**src/rtl/multi_spi_pkg.sv**
```systemverilog
// Shared definitions for the nibble-wide loader link and its readback transmitter.
package multi_spi_pkg;

   typedef enum logic [1:0] {
      IDLE  = 2'd0,
      SHIFT = 2'd1,
      PAR   = 2'd2,
      DONE  = 2'd3
   } tx_state_t;

   localparam int DEFAULT_LANES = 4;

   function automatic int calc_beats(input int regsize, input int lanes);
      return regsize / lanes;
   endfunction

endpackage

```
**src/rtl/multi_spi_tx.sv**
```systemverilog
// Readback transmitter: sends a REGSIZE-bit word over LANES lines, MSB beat first.
// Define MULTI_SPI_TX_PARITY_EN to append a per-lane even-parity beat.
module multi_spi_tx
   import multi_spi_pkg::*;
#(
   parameter int REGSIZE = 32,
   parameter int LANES   = DEFAULT_LANES
) (
   input  logic               clk,
   input  logic               rst_n,
   input  logic               load,
   input  logic [REGSIZE-1:0] data_in,
   input  logic               adv,
   input  logic               abort,
   output logic [LANES-1:0]   dout,
   output logic               valid,
   output logic               busy,
   output logic               done
);

   localparam int BEATS = calc_beats(REGSIZE, LANES);
   localparam int CNT_W = (BEATS > 1) ? $clog2(BEATS) : 1;
   localparam logic [CNT_W-1:0] LAST_BEAT = CNT_W'(BEATS - 1);

   if ((REGSIZE % LANES) != 0) begin : g_bad_cfg
      $error("multi_spi_tx: REGSIZE must be a multiple of LANES");
   end

   tx_state_t          state_q, state_d;
   logic [REGSIZE-1:0] shreg_q;
   logic [CNT_W-1:0]   cnt_q;
   logic [LANES-1:0]   beat;

   assign beat = shreg_q[REGSIZE-1 -: LANES];

   // NOTE: sequential state uses non-blocking assignments so every register
   // samples the pre-edge values of the others.
   always_ff @(posedge clk or negedge rst_n) begin
      if (!rst_n) state_q <= IDLE;
      else        state_q <= state_d;
   end

   // NOTE: next-state and output signals get defaults first so no path
   // through the case leaves them unassigned and infers a latch.
   always_comb begin
      state_d = state_q;
      if (abort) begin
         state_d = IDLE;
      end else begin
         case (state_q)
            IDLE:  if (load) state_d = SHIFT;
            SHIFT: if (adv && cnt_q == LAST_BEAT) begin
`ifdef MULTI_SPI_TX_PARITY_EN
               state_d = PAR;
`else
               state_d = DONE;
`endif
            end
`ifdef MULTI_SPI_TX_PARITY_EN
            PAR:   if (adv) state_d = DONE;
`endif
            DONE:  state_d = IDLE;
            default: state_d = IDLE;
         endcase
      end
   end

   // NOTE: the shift register is a plain flop bank (not a memory), so it is
   // reset to keep dout defined and zero straight out of reset.
   always_ff @(posedge clk or negedge rst_n) begin
      if (!rst_n) begin
         shreg_q <= '0;
         cnt_q   <= '0;
      end else if (!abort) begin
         if (state_q == IDLE && load) begin
            shreg_q <= data_in;
            cnt_q   <= '0;
         end else if (state_q == SHIFT && adv && cnt_q != LAST_BEAT) begin
            shreg_q <= shreg_q << LANES;
            cnt_q   <= cnt_q + CNT_W'(1);
         end
      end
   end

`ifdef MULTI_SPI_TX_PARITY_EN
   logic [LANES-1:0] acc_q;

   // Every consumed data beat folds into the accumulator, giving even parity per lane.
   always_ff @(posedge clk or negedge rst_n) begin
      if (!rst_n) begin
         acc_q <= '0;
      end else if (!abort) begin
         if (state_q == IDLE && load)      acc_q <= '0;
         else if (state_q == SHIFT && adv) acc_q <= acc_q ^ beat;
      end
   end
`endif

   // Outputs decode registered state only; nothing flows straight from inputs.
   always_comb begin
      dout  = '0;
      valid = 1'b0;
      busy  = 1'b0;
      done  = 1'b0;
      case (state_q)
         SHIFT: begin
            dout  = beat;
            valid = 1'b1;
            busy  = 1'b1;
         end
`ifdef MULTI_SPI_TX_PARITY_EN
         PAR: begin
            dout  = acc_q;
            valid = 1'b1;
            busy  = 1'b1;
         end
`endif
         DONE:    done = 1'b1;
         default: ;
      endcase
   end

endmodule

```
**config.mk**
```make
export PLATFORM = sky130hd
export DESIGN_NAME = multi_spi_tx
export DESIGN_NICKNAME = d
export VERILOG_FILES = /design/src/rtl/multi_spi_pkg.sv /design/src/rtl/multi_spi_tx.sv
export SDC_FILE = /design/constraint.sdc
export NUM_CORES = 1
export LEC_CHECK = 0
export BUFFER_PORTS_ARGS = -buffer_cell sky130_fd_sc_hd__buf_2
export CAP_MARGIN = 10
export CORE_UTILIZATION = 57
export CTS_CLUSTER_DIAMETER = 150
export DETAILED_ROUTE_END_ITERATION = 6
export PLACE_DENSITY_LB_ADDON = 0.15
export RECOVER_POWER = 25
export SYNTH_ARGS = -nofsm -noshare
export SYNTH_HDL_FRONTEND = slang
export SYNTH_SLANG_ARGS = --single-unit
```
**constraint.sdc**
```tcl
create_clock -name clk -period 3.13 [get_ports clk]
set_input_delay 0.1565 -clock clk [delete_from_list [all_inputs] [get_ports clk]]
set_output_delay 0.1565 -clock clk [all_outputs]
set_load 0.1 [all_outputs]
```
==> qor.log <==
qor: outcome.run_status complete, but fails checks
qor: outcome.failed_checks max-capacitance violations, max-slew violations
qor: floorplan.die_h 59.5 um
qor: yosys.synth_top_cell_area_share 0.492
qor: critical_path.worstPathArrival 2430 ps
qor: critical_path.timing.critical_path.mode_cell sky130_fd_sc_hd__ha_1
qor: final_layout.nets 217
qor: yosys.yosysMostFrequentCell sky130_fd_sc_hd__mux2_2
qor: place.gpl_wtd_cong 0.654
qor: power_and_ir_drop.max-vdd-ir-drop 0.000355 V
qor: critical_path.worst_ep_required_time 3350 ps
qor: timing.totalNegativeSetupSlack 0 ps
qor: yosys.synthTopCellsByArea sky130_fd_sc_hd__dfrtp_1 (49%), sky130_fd_sc_hd__mux2_2 (30%), sky130_fd_sc_hd__mux2_4 (4.8%), sky130_fd_sc_hd__mux2i_1 (2.1%), sky130_fd_sc_hd__buf_6 (1.8%)
qor: hold_path.min_path_type in -> reg
qor: floorplan.design.die.area 3540 um^2
qor: floorplan.start_util 0.607
qor: yosys.number_of_warnings_printed_during_yosys_synthesis 0
qor: flow_run.max_cap_viol_count 1
qor: route.first_iter_violations 32
qor: critical_path.slowest_stage sky130_fd_sc_hd__buf_4
qor: route.wl 3.00 mm
qor: final_layout.num-fill-cells 249
qor: critical_path.critical_path.cell_chain ha_1 -> ha_1 -> nand3b_1 -> a211oi_4 -> buf_4 -> mux2_2
qor: global_route.grt_antenna_before_repair 0
qor: final_layout.num_antenna_cells 0
qor: floorplan.core 3100 um^2
qor: timing.worst_slew_margin_rel -0.260
qor: yosys.mappedNetlistNets 171
qor: yosys.synthCells 132
qor: place.place.detailed.hpwl 2.11 mm
qor: route.ant_nets 0
qor: critical_path.timing.rr.start cnt_q[0]$_DFFE_PN0P_
qor: final_layout.multi_input_area 892 um^2
qor: global_route.grtUsageMet2 0.332
qor: yosys.yosys_register_bits 37
qor: global_route.globalRoute.busiestLayer met2
qor: timing.grt_setup_unrepaired no
qor: yosys.synth_top_area_cell sky130_fd_sc_hd__dfrtp_1
qor: clocking.clock_tree_from_tritoncts done
qor: global_route.grt_use_total 0.204
qor: timing.fin_worst_hold_slack 59.0 ps
qor: timing.number_of_hold_violations_in_the_final_report 0
qor: global_route.grt.met1_usage 0.253
qor: global_route.grt_pass1_vias 1192
qor: clocking.clock_tree.root_cell sky130_fd_sc_hd__clkbuf_4
qor: route.avgRoutedWirePerCell 13.6 um
qor: place.placedCellCount 214
qor: final_layout.post_layout_nonfiller_instances 221
qor: clocking.clk-insertion-delay-late 330 ps
qor: critical_path.ff2ff_setup_slack 920 ps
qor: critical_path.worstSetupEndpointType flop
qor: critical_path.number_of_cells_on_the_worst_reg_to_reg_path 6
qor: yosys.postSynthAreaPerCell 14.3 um^2
qor: clocking.clock_sinks 37
qor: hold_path.whs_path_depth 3
qor: floorplan.design.portCount 44
qor: global_route.globalRouteOverflowTotal 0
qor: yosys.synth-async-reset-ratio 1.00
qor: yosys.synth.yosys.seq_area_share 0.492
qor: timing.min_period 2210 ps
qor: floorplan.die-width 59.5 um
qor: yosys.synthDistinctLibCells 22
qor: timing.worst_setup_skew_after_layout 8.42 ps
qor: critical_path.critical_path.max_stage_delay 430 ps
qor: power_and_ir_drop.power_dens_cells 663 nW/um^2
qor: clocking.htree_num_levels 2
qor: route.routed_via_density 5.14
qor: power_and_ir_drop.p_leak 0.00103 uW
qor: global_route.grt_pass1_wl 5.20 mm
qor: route.num_vias 1135
qor: critical_path.crit_type reg -> reg
qor: clocking.post-cts-setup-buffers 0
qor: hold_path.beginning_of_the_worst_hold_path data_in[3]
qor: route.pre_repair_dr_iteration_count 4
qor: critical_path.total_buffers_and_inverters_traversed_by_the_critical_path 1
qor: global_route.use_met3 0.0459
qor: timing.setup_viol 0
qor: route.route.detailed.drc 0
qor: timing.layout_worst_path_cycle_share 0.706
qor: timing.timing_worst_slew_pin_value 1890 ps
qor: timing.timing.final.max_slew_violations 38
qor: clocking.ctsResizeCount 0
qor: hold_path.hold_path_end shreg_q[3]$_DFFE_PN0P_
qor: floorplan.placement_rows 20
qor: global_route.grt_max_degree 38
qor: clocking.cts_hold_repair.buffers 1
qor: yosys.synth_edf_count 0
qor: clocking.tritoncts.num_buffers 5
qor: final_layout.area_growth_synth_to_finish 15.2%
qor: timing.achievable-frequency 452 MHz
qor: yosys.synth.top_cells.by_count sky130_fd_sc_hd__mux2_2 (51), sky130_fd_sc_hd__dfrtp_1 (37), sky130_fd_sc_hd__mux2_4 (6)
qor: final_layout.finish.utilization 0.699
qor: final_layout.layout-drive-gt1-share 0.621
qor: yosys.synth_area 1880 um^2
qor: place.buffer_ports.inserted 43
qor: clocking.clk_pin_slew_worst_paths 100 ps
qor: critical_path.worst_r2r_endpoint shreg_q[6]$_DFFE_PN0P_
qor: critical_path.max_fo_critical_path 32
qor: final_layout.ff_latch_area 926 um^2
qor: critical_path.crit_family buffers and inverters
qor: yosys.synth_ff_type sky130_fd_sc_hd__dfrtp_1
qor: clocking.cts_max_path_buffers 2
qor: critical_path.worstSetupStartpointType flop
## cell families after synthesis
group / count (synthesis) / synth area share
multiplexers: 61 / 0.374
adder cells (fa/ha/maj): 2 / 0.0133
flip-flops: 37 / 0.492
buffers and inverters: 11 / 0.0379
AO/OA/AOI/OAI: 4 / 0.0246
AND/OR/NAND/NOR: 17 / 0.0585
## layout make-up
cell class	instances	area share
tap	44	0.0254
clock inverter	1	0.00231
clock buffer	5	0.0173
inverter	4	0.00692
sequential	37	0.427
timing repair buffer	46	0.110
multi-input combinational	84	0.411
## worst reg2reg max path: stages, from the launching register on
cell	delay, ps
sky130_fd_sc_hd__dfrtp_1	400
sky130_fd_sc_hd__ha_1	200
sky130_fd_sc_hd__ha_1	190
sky130_fd_sc_hd__nand3b_1	220
sky130_fd_sc_hd__a211oi_4	260
sky130_fd_sc_hd__buf_4	430
sky130_fd_sc_hd__mux2_2	400
## flip-flops by register name, summed over array words and instances, names as in the netlist
| register | flops |
|---|---|
| cnt_q | 3 |
| shreg_q | 32 |
| state_q | 2 |
## worst max path at each step
stage	to	start	cells after the start	slack, ps
4_1_cts	shreg_q[6]$_DFFE_PN0P_	cnt_q[0]$_DFFE_PN0P_	6	900
5_1_grt	cnt_q[2]$_DFFE_PN0P_	rst_n	2	750
3_5_place_dp	shreg_q[15]$_DFFE_PN0P_	cnt_q[0]$_DFFE_PN0P_	6	910
6_report	shreg_q[6]$_DFFE_PN0P_	cnt_q[0]$_DFFE_PN0P_	6	920
3_3_place_gp	shreg_q[25]$_DFFE_PN0P_	cnt_q[0]$_DFFE_PN0P_	6	1000
2_1_floorplan	dout[0]	state_q[1]$_DFFE_PN0P_	2	100
## metrics by stage
step                cell area (um^2)  setup WS [ps]  power [uW]
global placement                2120           1000        1200
floorplan                       1880            103        1120
global route                    2170            755        1540
finish                          2170            919        1440
detailed placement              2120            907        1240
CTS                             2170            896        1460
## cell usage in the layout, fill, tap and decap left out, types with 2 or more instances in the layout
master / n
sky130_fd_sc_hd__clkbuf_4: 5
sky130_fd_sc_hd__buf_2: 42
sky130_fd_sc_hd__and2_1: 5
sky130_fd_sc_hd__dfrtp_1: 37
sky130_fd_sc_hd__buf_4: 2
sky130_fd_sc_hd__mux2i_1: 4
sky130_fd_sc_hd__ha_1: 2
sky130_fd_sc_hd__mux2_2: 51
sky130_fd_sc_hd__inv_1: 4
sky130_fd_sc_hd__nand2_1: 4
sky130_fd_sc_hd__mux2_4: 6
sky130_fd_sc_hd__a22o_1: 2
## metal layers
layer,up-vias,routed length (um),part of all wire
met1,531,1380,0.46
li1,561,-,-
met3,8,159,0.053
met5,-,0,0
met2,35,1410,0.47
met4,0,58,0.019
## report_power, final
part	total, uW	switching (uW)	internal [uW]	leakage [uW]
sequential	734	87.8	647	0.000458
combinational	487	213	274	0.000545
clock	217	139	77.9	0.0000269
No activity file was read; power rests on OpenSTA's default activity.
